**src/rtl/psum_pkg.sv**
```systemverilog
// rtl/psum_pkg.sv - shared types, FSM encoding and saturating-add helper for the psum accumulator
//
// Purpose: types at the default operand/accumulator widths, the accumulator
// state encoding, and a width-generic saturating add. The add works in a
// 64-bit signed container so the accumulator width can be chosen per instance
// (ACC_WIDTH must stay below 64).
// Ports: none (package).
package psum_pkg;

  localparam int DEF_DATA_WIDTH = 8;
  localparam int DEF_ACC_WIDTH  = 32;
  localparam int CALC_W         = 64;

  typedef logic signed [DEF_DATA_WIDTH-1:0]   operand_t;
  typedef logic signed [2*DEF_DATA_WIDTH-1:0] product_t;
  typedef logic signed [DEF_ACC_WIDTH-1:0]    acc_t;

  typedef struct packed {
    acc_t value;
    logic sat;
  } psum_entry_t;

  typedef enum logic {
    IDLE  = 1'b0,
    ACCUM = 1'b1
  } state_e;

  typedef logic signed [CALC_W-1:0] calc_t;

  typedef struct packed {
    calc_t value;
    logic  ovf;
  } sat_result_t;

  // Largest / smallest value representable in a w-bit signed accumulator.
  function automatic calc_t acc_max(input int unsigned w);
    calc_t one;
    one = calc_t'(1);
    return (one << (w - 1)) - one;
  endfunction

  function automatic calc_t acc_min(input int unsigned w);
    calc_t one;
    one = calc_t'(1);
    return -(one << (w - 1));
  endfunction

  localparam acc_t ACC_MAX = acc_t'(acc_max(DEF_ACC_WIDTH));
  localparam acc_t ACC_MIN = acc_t'(acc_min(DEF_ACC_WIDTH));

  // Both inputs are sign-extended values that fit in w bits, so the 64-bit sum
  // itself never wraps; only the clamp to the w-bit range is needed.
  function automatic sat_result_t sat_add(input calc_t acc, input calc_t prod,
                                          input int unsigned w);
    sat_result_t r;
    calc_t       sum;
    sum     = acc + prod;
    r.value = sum;
    r.ovf   = 1'b0;
    if (sum > acc_max(w)) begin
      r.value = acc_max(w);
      r.ovf   = 1'b1;
    end else if (sum < acc_min(w)) begin
      r.value = acc_min(w);
      r.ovf   = 1'b1;
    end
    return r;
  endfunction

endpackage

```
**src/rtl/psum_accumulator_fifo.sv**
```systemverilog
// rtl/psum_accumulator_fifo.sv - small synchronous FIFO holding completed partial sums
//
// Purpose: DEPTH-entry FIFO of packed {value, sat} psum entries with occupancy
// count. A push while full is accepted only if a pop happens in the same cycle;
// otherwise it is dropped and drop_o pulses. When empty, head_o shows the last
// popped entry (zero after reset).
// Ports:
//   clk_i, rst_i       clock, asynchronous active-high reset
//   push_i, push_data_i  write request and entry
//   pop_i              remove head (ignored when empty)
//   head_o             current head / last popped entry
//   empty_o, full_o    occupancy flags
//   count_o            number of stored entries
//   drop_o             push lost because FIFO was full with no pop
module psum_fifo #(
  parameter int WIDTH = 33,
  parameter int DEPTH = 2
) (
  input  logic                     clk_i,
  input  logic                     rst_i,
  input  logic                     push_i,
  input  logic [WIDTH-1:0]         push_data_i,
  input  logic                     pop_i,
  output logic [WIDTH-1:0]         head_o,
  output logic                     empty_o,
  output logic                     full_o,
  output logic [$clog2(DEPTH):0]   count_o,
  output logic                     drop_o
);

  localparam int AW    = $clog2(DEPTH);
  localparam int CNT_W = AW + 1;

  logic [WIDTH-1:0] mem_q [DEPTH];
  logic [AW-1:0]    wr_ptr_q, wr_ptr_d;
  logic [AW-1:0]    rd_ptr_q, rd_ptr_d;
  logic [CNT_W-1:0] count_q, count_d;
  logic [WIDTH-1:0] last_q, last_d;
  logic             do_push, do_pop;

  assign empty_o = (count_q == '0);
  assign full_o  = (count_q == CNT_W'(DEPTH));
  assign count_o = count_q;

  assign do_pop  = pop_i & ~empty_o;
  // A pop frees the slot in the same cycle, so a full FIFO may still take a push.
  assign do_push = push_i & (~full_o | do_pop);
  assign drop_o  = push_i & full_o & ~do_pop;

  always_comb begin
    wr_ptr_d = wr_ptr_q;
    rd_ptr_d = rd_ptr_q;
    last_d   = last_q;
    count_d  = count_q + CNT_W'(do_push) - CNT_W'(do_pop);
    if (do_push) wr_ptr_d = wr_ptr_q + AW'(1);
    if (do_pop) begin
      rd_ptr_d = rd_ptr_q + AW'(1);
      last_d   = mem_q[rd_ptr_q];
    end
  end

  always_ff @(posedge clk_i or posedge rst_i) begin
    if (rst_i) begin
      wr_ptr_q <= '0;
      rd_ptr_q <= '0;
      count_q  <= '0;
      last_q   <= '0;
    end else begin
      wr_ptr_q <= wr_ptr_d;
      rd_ptr_q <= rd_ptr_d;
      count_q  <= count_d;
      last_q   <= last_d;
    end
  end

  // Storage needs no reset: it is only visible through head_o while non-empty.
  always_ff @(posedge clk_i) begin
    if (do_push) mem_q[wr_ptr_q] <= push_data_i;
  end

  assign head_o = empty_o ? last_q : mem_q[rd_ptr_q];

endmodule

```
**src/rtl/psum_accumulator.sv**
```systemverilog
// rtl/psum_accumulator.sv - two-stage multiply/accumulate producing partial sums into an output FIFO
//
// Purpose: multiplies matched IFM/filter byte pairs (stage 1), accumulates the
// products with saturation across chunks (stage 2), and pushes each closed psum
// into a small FIFO. accept_o throttles chunk issue so every started psum has a
// FIFO slot.
// Ports:
//   clk_i, rst_i                 clock, asynchronous active-high reset
//   ifm_data_i, filter_data_i    signed operands, qualified by data_valid_i
//   data_valid_i                 operand pair valid
//   chunk_end_i, last_chunk_i    chunk boundary; last marks the end of the psum
//   accept_o                     upstream may start a chunk
//   psum_o, psum_sat_o           FIFO head value and saturation flag
//   psum_valid_o, psum_ready_i   output handshake
//   overflow_err_o               sticky: psum dropped on a full FIFO
module psum_accumulator
  import psum_pkg::*;
#(
  parameter int DATA_WIDTH = 8,
  parameter int ACC_WIDTH  = 32,
  parameter int FIFO_DEPTH = 2
) (
  input  logic                         clk_i,
  input  logic                         rst_i,
  input  logic signed [DATA_WIDTH-1:0] ifm_data_i,
  input  logic signed [DATA_WIDTH-1:0] filter_data_i,
  input  logic                         data_valid_i,
  input  logic                         chunk_end_i,
  input  logic                         last_chunk_i,
  output logic                         accept_o,
  output logic signed [ACC_WIDTH-1:0]  psum_o,
  output logic                         psum_sat_o,
  output logic                         psum_valid_o,
  input  logic                         psum_ready_i,
  output logic                         overflow_err_o
);

  localparam int PROD_W  = 2 * DATA_WIDTH;
  localparam int ENTRY_W = ACC_WIDTH + 1;
  localparam int CNT_W   = $clog2(FIFO_DEPTH) + 1;

  // Stage 1: registered product and chunk markers.
  logic signed [PROD_W-1:0] prod_q;
  logic                     p_vld_q;
  logic                     end_q;
  logic                     last_q;

  always_ff @(posedge clk_i or posedge rst_i) begin
    if (rst_i) begin
      prod_q  <= '0;
      p_vld_q <= 1'b0;
      end_q   <= 1'b0;
      last_q  <= 1'b0;
    end else begin
      prod_q  <= ifm_data_i * filter_data_i;
      p_vld_q <= data_valid_i;
      end_q   <= chunk_end_i;
      last_q  <= chunk_end_i & last_chunk_i;
    end
  end

  // Stage 2: saturating accumulate.
  logic signed [ACC_WIDTH-1:0]       acc_q, acc_d;
  logic                              sat_q, sat_d;
  logic signed [ACC_WIDTH-1:0]       acc_sum;
  logic                              sat_sum;
  logic                              close;
  sat_result_t                       sum_res;
  logic [CALC_W-ACC_WIDTH-1:0]       unused_calc_bits;

  assign close = end_q & last_q;

  always_comb begin
    sum_res = sat_add(calc_t'(acc_q), p_vld_q ? calc_t'(prod_q) : '0, ACC_WIDTH);
    acc_sum = sum_res.value[ACC_WIDTH-1:0];
    sat_sum = sat_q | sum_res.ovf;
    // A closing edge hands the finished sum to the FIFO and restarts from zero,
    // so a pair arriving right after chunk_end lands in the next psum.
    acc_d   = close ? '0 : acc_sum;
    sat_d   = close ? 1'b0 : sat_sum;
  end

  assign unused_calc_bits = sum_res.value[CALC_W-1:ACC_WIDTH];

  always_ff @(posedge clk_i or posedge rst_i) begin
    if (rst_i) begin
      acc_q <= '0;
      sat_q <= 1'b0;
    end else begin
      acc_q <= acc_d;
      sat_q <= sat_d;
    end
  end

  // Accumulation state: tracks whether a psum is open and thus owns a FIFO slot.
  state_e state_q, state_d;
  logic   pending;

  always_ff @(posedge clk_i or posedge rst_i) begin
    if (rst_i) state_q <= IDLE;
    else       state_q <= state_d;
  end

  always_comb begin
    state_d = state_q;
    unique case (state_q)
      // A single pair that also closes the psum never enters ACCUM.
      IDLE:    if (!close && p_vld_q) state_d = ACCUM;
      ACCUM:   if (close)             state_d = IDLE;
      default: state_d = IDLE;
    endcase
  end

  always_comb begin
    pending = (state_q == ACCUM) | close;
  end

  // Output FIFO.
  logic [ENTRY_W-1:0] fifo_head;
  logic [CNT_W-1:0]   fifo_count;
  logic               fifo_empty;
  logic               fifo_full;
  logic               fifo_drop;
  logic               err_q;

  psum_fifo #(
    .WIDTH (ENTRY_W),
    .DEPTH (FIFO_DEPTH)
  ) u_fifo (
    .clk_i       (clk_i),
    .rst_i       (rst_i),
    .push_i      (close),
    .push_data_i ({acc_sum, sat_sum}),
    .pop_i       (psum_ready_i),
    .head_o      (fifo_head),
    .empty_o     (fifo_empty),
    .full_o      (fifo_full),
    .count_o     (fifo_count),
    .drop_o      (fifo_drop)
  );

  always_ff @(posedge clk_i or posedge rst_i) begin
    if (rst_i) err_q <= 1'b0;
    else       err_q <= err_q | fifo_drop;
  end

  logic unused_full;
  assign unused_full = fifo_full;

  assign {psum_o, psum_sat_o} = fifo_head;
  assign psum_valid_o         = ~fifo_empty;
  assign overflow_err_o       = err_q;
  assign accept_o             = (int'(fifo_count) + int'(pending)) < FIFO_DEPTH;

endmodule

```
**config.mk**
```make
export PLATFORM = sky130hd
export DESIGN_NAME = psum_accumulator
export DESIGN_NICKNAME = d
export VERILOG_FILES = /design/src/rtl/psum_pkg.sv /design/src/rtl/psum_accumulator_fifo.sv /design/src/rtl/psum_accumulator.sv
export SDC_FILE = /design/constraint.sdc
export NUM_CORES = 1
export LEC_CHECK = 0
export BUFFER_PORTS_ARGS = -buffer_cell sky130_fd_sc_hd__buf_2
export CAP_MARGIN = 10
export CORE_MARGIN = 5
export CORE_UTILIZATION = 40
export CTS_CLUSTER_SIZE = 12
export DETAILED_ROUTE_END_ITERATION = 6
export PLACE_DENSITY = 0.59
export SYNTH_ARGS = -nofsm -noshare
export SYNTH_HDL_FRONTEND = slang
export SYNTH_SLANG_ARGS = --single-unit
```
**constraint.sdc**
```tcl
create_clock -name clk_i -period 9.3 [get_ports clk_i]
set_input_delay 0 -clock clk_i [delete_from_list [all_inputs] [get_ports clk_i]]
set_output_delay 0 -clock clk_i [all_outputs]
set_load 0.02 [all_outputs]
```
Word level (Yosys, flattened, before mapping)
Memory sizes are Yosys's and may differ from the RTL's.
Index checks and enable logic that the tools add are counted.
{ "word_totals": {"register_bits": 91, "ram_bits": 66, "inputBits": 22, "output_inout_bits": 36, "word_cells": 52, "n_memories": 1} }
{ "classes": {"n_addsub": 6, "mul": 1, "magnitude_cmp": 3, "eq_ne": 1, "mux": 11, "n_bitwise": 14, "reduce_logical": 3} }
{ "mem_list": {"columns": ["memory", "depth", "word_bits", "read_ports", "rd_clocked_by_memory_dff", "wr", "line_no", "rtl"], "rows": [
  ["u_fifo.mem_q", 2, 33, 1, 0, 1, "psum_accumulator_fifo.sv:34", "logic [WIDTH-1:0] mem_q [DEPTH];"]
]} }
{ "ops": {"columns": ["cell", "n"], "rows": [
  ["2-to-1 mux 33 bit", 3],
  ["adder 32 x 64 -> 64 bit", 1],
  ["> comparator 64 x 32 -> 1 bit (second input constant)", 1],
  ["< comparator 64 x 32 -> 1 bit (second input constant)", 1],
  ["2-to-1 mux 64 bit", 1],
  ["2-to-1 mux 32 bit", 1],
  ["multiplier 8 x 8 -> 16 bit", 1],
  ["bitwise AND 1 bit", 6],
  ["2-to-1 mux 1 bit", 5],
  ["NOT 1 bit", 4],
  ["OR 1 bit", 4],
  ["adder 2 x 1 -> 3 bit", 1],
  ["< comparator 3 x 2 -> 1 bit (second input constant)", 1],
  ["adder 1 bit (second input constant)", 2],
  ["adder 2 x 1 -> 2 bit", 1],
  ["== test 2 bit (second input constant)", 1],
  ["zero test 2 bit", 1],
  ["case mux 1 bit (2 select lines)", 1],
  ["subtractor 2 x 1 -> 2 bit", 1],
  ["logical AND 1 bit", 1],
  ["zero test 1 bit", 1]
]} }

Longest topological paths before layout
{ "logic_depth": {"ltp_word": 7, "ltp_mapped": 19, "depth_no_buf": 18} }

By module
From an unflattened synthesis, not the netlist that was laid out.
{ "unflattened": {"cells_unflattened": 991, "area_unflattened_um2": 10442.5} }
{ "by_module_without_submodules": {"columns": ["module", "instances", "cells_each", "area_each_um2", "seq_area_each_um2"], "rows": [
  ["psum_accumulator", 1, 682, 6248.5, 1351.3],
  ["psum_fifo", 1, 309, 4194.0, 2907.8]
]} }

Worst setup path before layout
No wires, ideal clock.
{ "synth_path": {"path_type": "flip-flop to flip-flop", "startpoint": "reg p_vld_q", "endpoint": "mem u_fifo.mem_q[0][24], data pin", "setup_time_ns": 0.270, "t_arrival_ns": 4.022, "t_required_ns": 9.030, "slack_ns": 5.008, "path_stages_with_launch": 20, "path_buffers": 3, "synth_period_minus_slack_ns": 4.292, "path_cell_list": "dfrtp_1 -> buf_2 -> clkbuf_1 -> and2_1 -> ha_1 -> and3_1 -> a221o_1 -> a22oi_4 -> a21oi_2 -> nor4_1 -> o22ai_1 -> a31oi_1 -> a41oi_1 -> ha_1 -> xnor2_1 -> nand2b_1 -> o21ai_0 -> a211oi_4 -> buf_6 -> o21ai_0"} }
{ "synth_lines": {"columns": ["element", "line_no", "rtl"], "rows": [
  ["start, declared", "psum_accumulator.sv:44", "logic p_vld_q;"],
  ["start signal, assigned", "psum_accumulator.sv:56", "p_vld_q <= data_valid_i;"],
  ["end, declared", "psum_accumulator_fifo.sv:34", null]
]} }

==> flow_metrics.env <==
export IMPL_grt_start_max_net_pins=69
export IMPL_routed_wl_mm=21.2
export IMPL_drive_gt1_share_pct=11.9
export IMPL_synth_common_cells="91 x dfrtp_1, 83 x nand2_1, 76 x inv_1"
export IMPL_p_int_w=0.00237
export IMPL_finalInstanceArea_um2=11500
export IMPL_powerDensity_nw_per_um2=371
export IMPL_dp_cells=1360
export IMPL_first_pass_iters=5
export IMPL_first_iter_violations=485
export IMPL_startpoint="p_vld_q"
export IMPL_final_cells=1399
export IMPL_cts_root_buf="clkbuf_16"
export IMPL_place_area_um2=10900
export IMPL_final_max_slew_viol_count=0
export IMPL_hpwl_mm=15.6
export IMPL_ir_drop_uv=222
export IMPL_syn_mean_instance_area_um2=10.2
export IMPL_grt_util_all_layers_pct=15.4
export IMPL_synth_top_area_share_pct=22.0
export IMPL_regToRegStartpoint="p_vld_q"
export IMPL_route_detailed_drc=0
export IMPL_period_needed_ps=5020
export IMPL_r2r_end="u_fifo.mem_q[0][27]"
export IMPL_max_freq_mhz=199
export IMPL_syn_inst=1016
export IMPL_final_net_count=1181
export IMPL_switching_share_pct=44.5
export IMPL_crit_arrival_ps=5140
export IMPL_yosys_top_cells_area="dfrtp_1 22%, edfxtp_1 19%, fa_1 11%"
export IMPL_hold_path_class="in2reg"
export IMPL_rsz0062_at_grt="false"
export IMPL_synthToLayoutAreaGrowth_pct=11.0
export IMPL_gp_congestion=0.894
export IMPL_rr_worst_depth=17
export IMPL_ant_nets=0
export IMPL_synth_top_flop_cell="dfrtp_1"
export IMPL_yosysTopAreaCell="dfrtp_1"
export IMPL_p_leak_nw=4.92
export IMPL_power_w=0.00426
export IMPL_viasPerCell=5.17
export IMPL_cts_buffers=17
export IMPL_via_count=7226
export IMPL_async_reset_ff_share_pct=58.0
export IMPL_clkTransAtPathRegs_ps=60
export IMPL_die_h_um=171
export IMPL_die_w_um=171
export IMPL_synth_cell_types=72
export IMPL_cts_path_max_buffers=2
export IMPL_grt_pass1_wl_mm=37.0
export IMPL_die_area_um2=29200
export IMPL_power_frac_clock_pct=15.5
export IMPL_synth_area_um2=10300
export IMPL_synth_seq_area_share_pct=41.2
export IMPL_clkSinkCount=157
export IMPL_synth_most_common_cell="dfrtp_1"
export IMPL_end_kind="register"
export IMPL_clk_latency_ps=430
export IMPL_wl_per_cell_um=15.1
export IMPL_startpoint_type="register"
export IMPL_skew_ps=9.91
export IMPL_relSlewSlack_pct=31.8
export IMPL_cts_tree="done"
export IMPL_io_pins=58
export IMPL_num_rows=58
export IMPL_portBuffers=57
export IMPL_synth_seq_cells=157
export IMPL_critical_path_class="reg2reg"
export IMPL_hold_viol=0
export IMPL_fin_hold_ws_ps=58.2
export IMPL_reg2reg_slack_ps=4280
export IMPL_post_cts_buffers=0
export IMPL_worstSetupEndpoint="u_fifo.mem_q[0][27]"
export IMPL_holdCritStartpoint="filter_data_i[0]"
export IMPL_switchingPower_w=0.00190
export IMPL_core_area_um2=25300
export IMPL_yosysWarnings=0
export IMPL_worstPathMaxFanout=64
export IMPL_worst_ep_required_time_ps=9420
export IMPL_period_share_pct=54.0
export IMPL_syn_nets=1141
export IMPL_final_setup_tns_ps=0
export IMPL_synth_edf_count=66
export IMPL_setup_viol_count_final=0
export IMPL_tightestPinTransition_ps=1020
export IMPL_grt_pass1_vias=7230
export IMPL_status="finished clean"
export IMPL_share_comb_of_total_power_pct=53.8
export IMPL_antenna_cells=0
export IMPL_overflow=0
export IMPL_initial_core_util_pct=40.9
export IMPL_seqPwrFrac_pct=30.7
export IMPL_antenna_found_initial=0
export IMPL_num_fill_cells=2385
export IMPL_cap_violations=0
export IMPL_h_tree_depth=4
-- layout by cell type (no fill, tap or decap), drive strengths merged, types with 8 or more instances in the layout --
cell type	synthesis	final
and2	59	59
xor2	13	13
xnor2	39	39
mux2i	38	38
nor2	74	74
edfxtp	66	66
fa	56	56
nor4	8	8
buf	24	67
o22ai	33	33
nand2	83	83
o21ai	90	90
ha	47	47
inv	76	79
nand3	16	16
a21oi	55	55
nor3	9	9
nand2b	14	14
clkbuf	29	20
dfrtp	91	91
-- worst min-delay path by stage --
| stage | end | slack, ps | depth (start not counted) |
|---|---|---|---|
| detailed placement | u_fifo.last_q[9] | 40 | 2 |
| finish | prod_q[1] | 60 | 3 |
| CTS | prod_q[1] | 40 | 3 |
| floorplan | end_q | 30 | 0 |
| global placement | u_fifo.last_q[7] | 40 | 2 |
| global route | prod_q[1] | 70 | 3 |
-- metrics by stage --
step	utilization, %	setup WS [ps]
2_1_floorplan	-	5010
3_3_place_gp	42.9	4410
3_5_place_dp	42.9	4270
4_1_cts	45.4	4260
5_1_grt	45.4	3790
6_report	45.4	4280
-- kinds of logic (layout without fill, tap and decap cells) --
family / Yosys count / in the layout / share of synthesized area, %
buffers and inverters: 129 / 182 / 5.43
XOR/XNOR: 52 / 52 / 4.40
AO/OA/AOI/OAI: 237 / 237 / 14.5
AND/OR/NAND/NOR: 300 / 300 / 14.3
adder cells (fa/ha/maj): 103 / 103 / 16.5
multiplexers: 38 / 38 / 3.68
flip-flops: 157 / 157 / 41.2
-- metal layers --
metal | vias up | part of all wire (%) | GRT usage, %
met1 | 3469 | 50 | 22.5
met5 | - | 0 | 0
li1 | 3593 | - | -
met3 | 13 | 3.9 | 2.73
met2 | 151 | 45 | 24.0
met4 | 0 | 0.84 | 3.96
-- critical path, stage by stage (launching register included) --
cell and delay (ps):
dfrtp_1 710, and2_1 220, ha_1 280, a21o_1 210
a221o_1 380, a22oi_4 240, a21oi_2 160, nor4_1 300
o22ai_1 160, a31oi_1 160, a41oi_1 70, ha_1 250
xnor2_1 150, nand2b_1 150, o21ai_0 160, a211oi_4 250
buf_4 550, o21ai_0 280
-- cell type report --
cell class                 instances  area, µm²  share of cell area [%]
multi-input combinational        730       5540                    48.2
sequential                       157       4260                    37.1
clock inverter                    12        111                   0.970
tap                              330        413                    3.59
timing repair buffer              74        430                    3.75
inverter                          76        288                    2.51
clock buffer                      20        447                    3.89
-- power groups by stage --
stage          Sequential [W]  Clock, W  Combinational (W)
2_1_floorplan         0.00120         0            0.00191
3_3_place_gp          0.00132         0            0.00226
3_5_place_dp          0.00132         0            0.00231
4_1_cts               0.00131  0.000677            0.00231
5_1_grt               0.00134  0.000710            0.00260
6_report              0.00131  0.000662            0.00229
-- repair_timing --
| item | 4_1_cts | 5_1_grt |
|---|---|---|
| hold buffers | 7 | 0 |
| resized for setup | 0 | 0 |
| endpoints found under the hold margin | 37 | 0 |
-- sequential cells by signal (all words and copies together), names as in the netlist --
| name | count |
|---|---|
| acc_q | 32 |
| end_q | 1 |
| prod_q | 16 |
| u_fifo.count_o | 2 |
| last_q | 1 |
| sat_q | 1 |
| u_fifo.wr_ptr_q | 1 |
| p_vld_q | 1 |
| state_q | 1 |
| overflow_err_o | 1 |
| u_fifo.last_q | 33 |
| u_fifo.rd_ptr_q | 1 |
| u_fifo.mem_q | 66 |
Note: power is estimated with default switching activity, not from simulation.
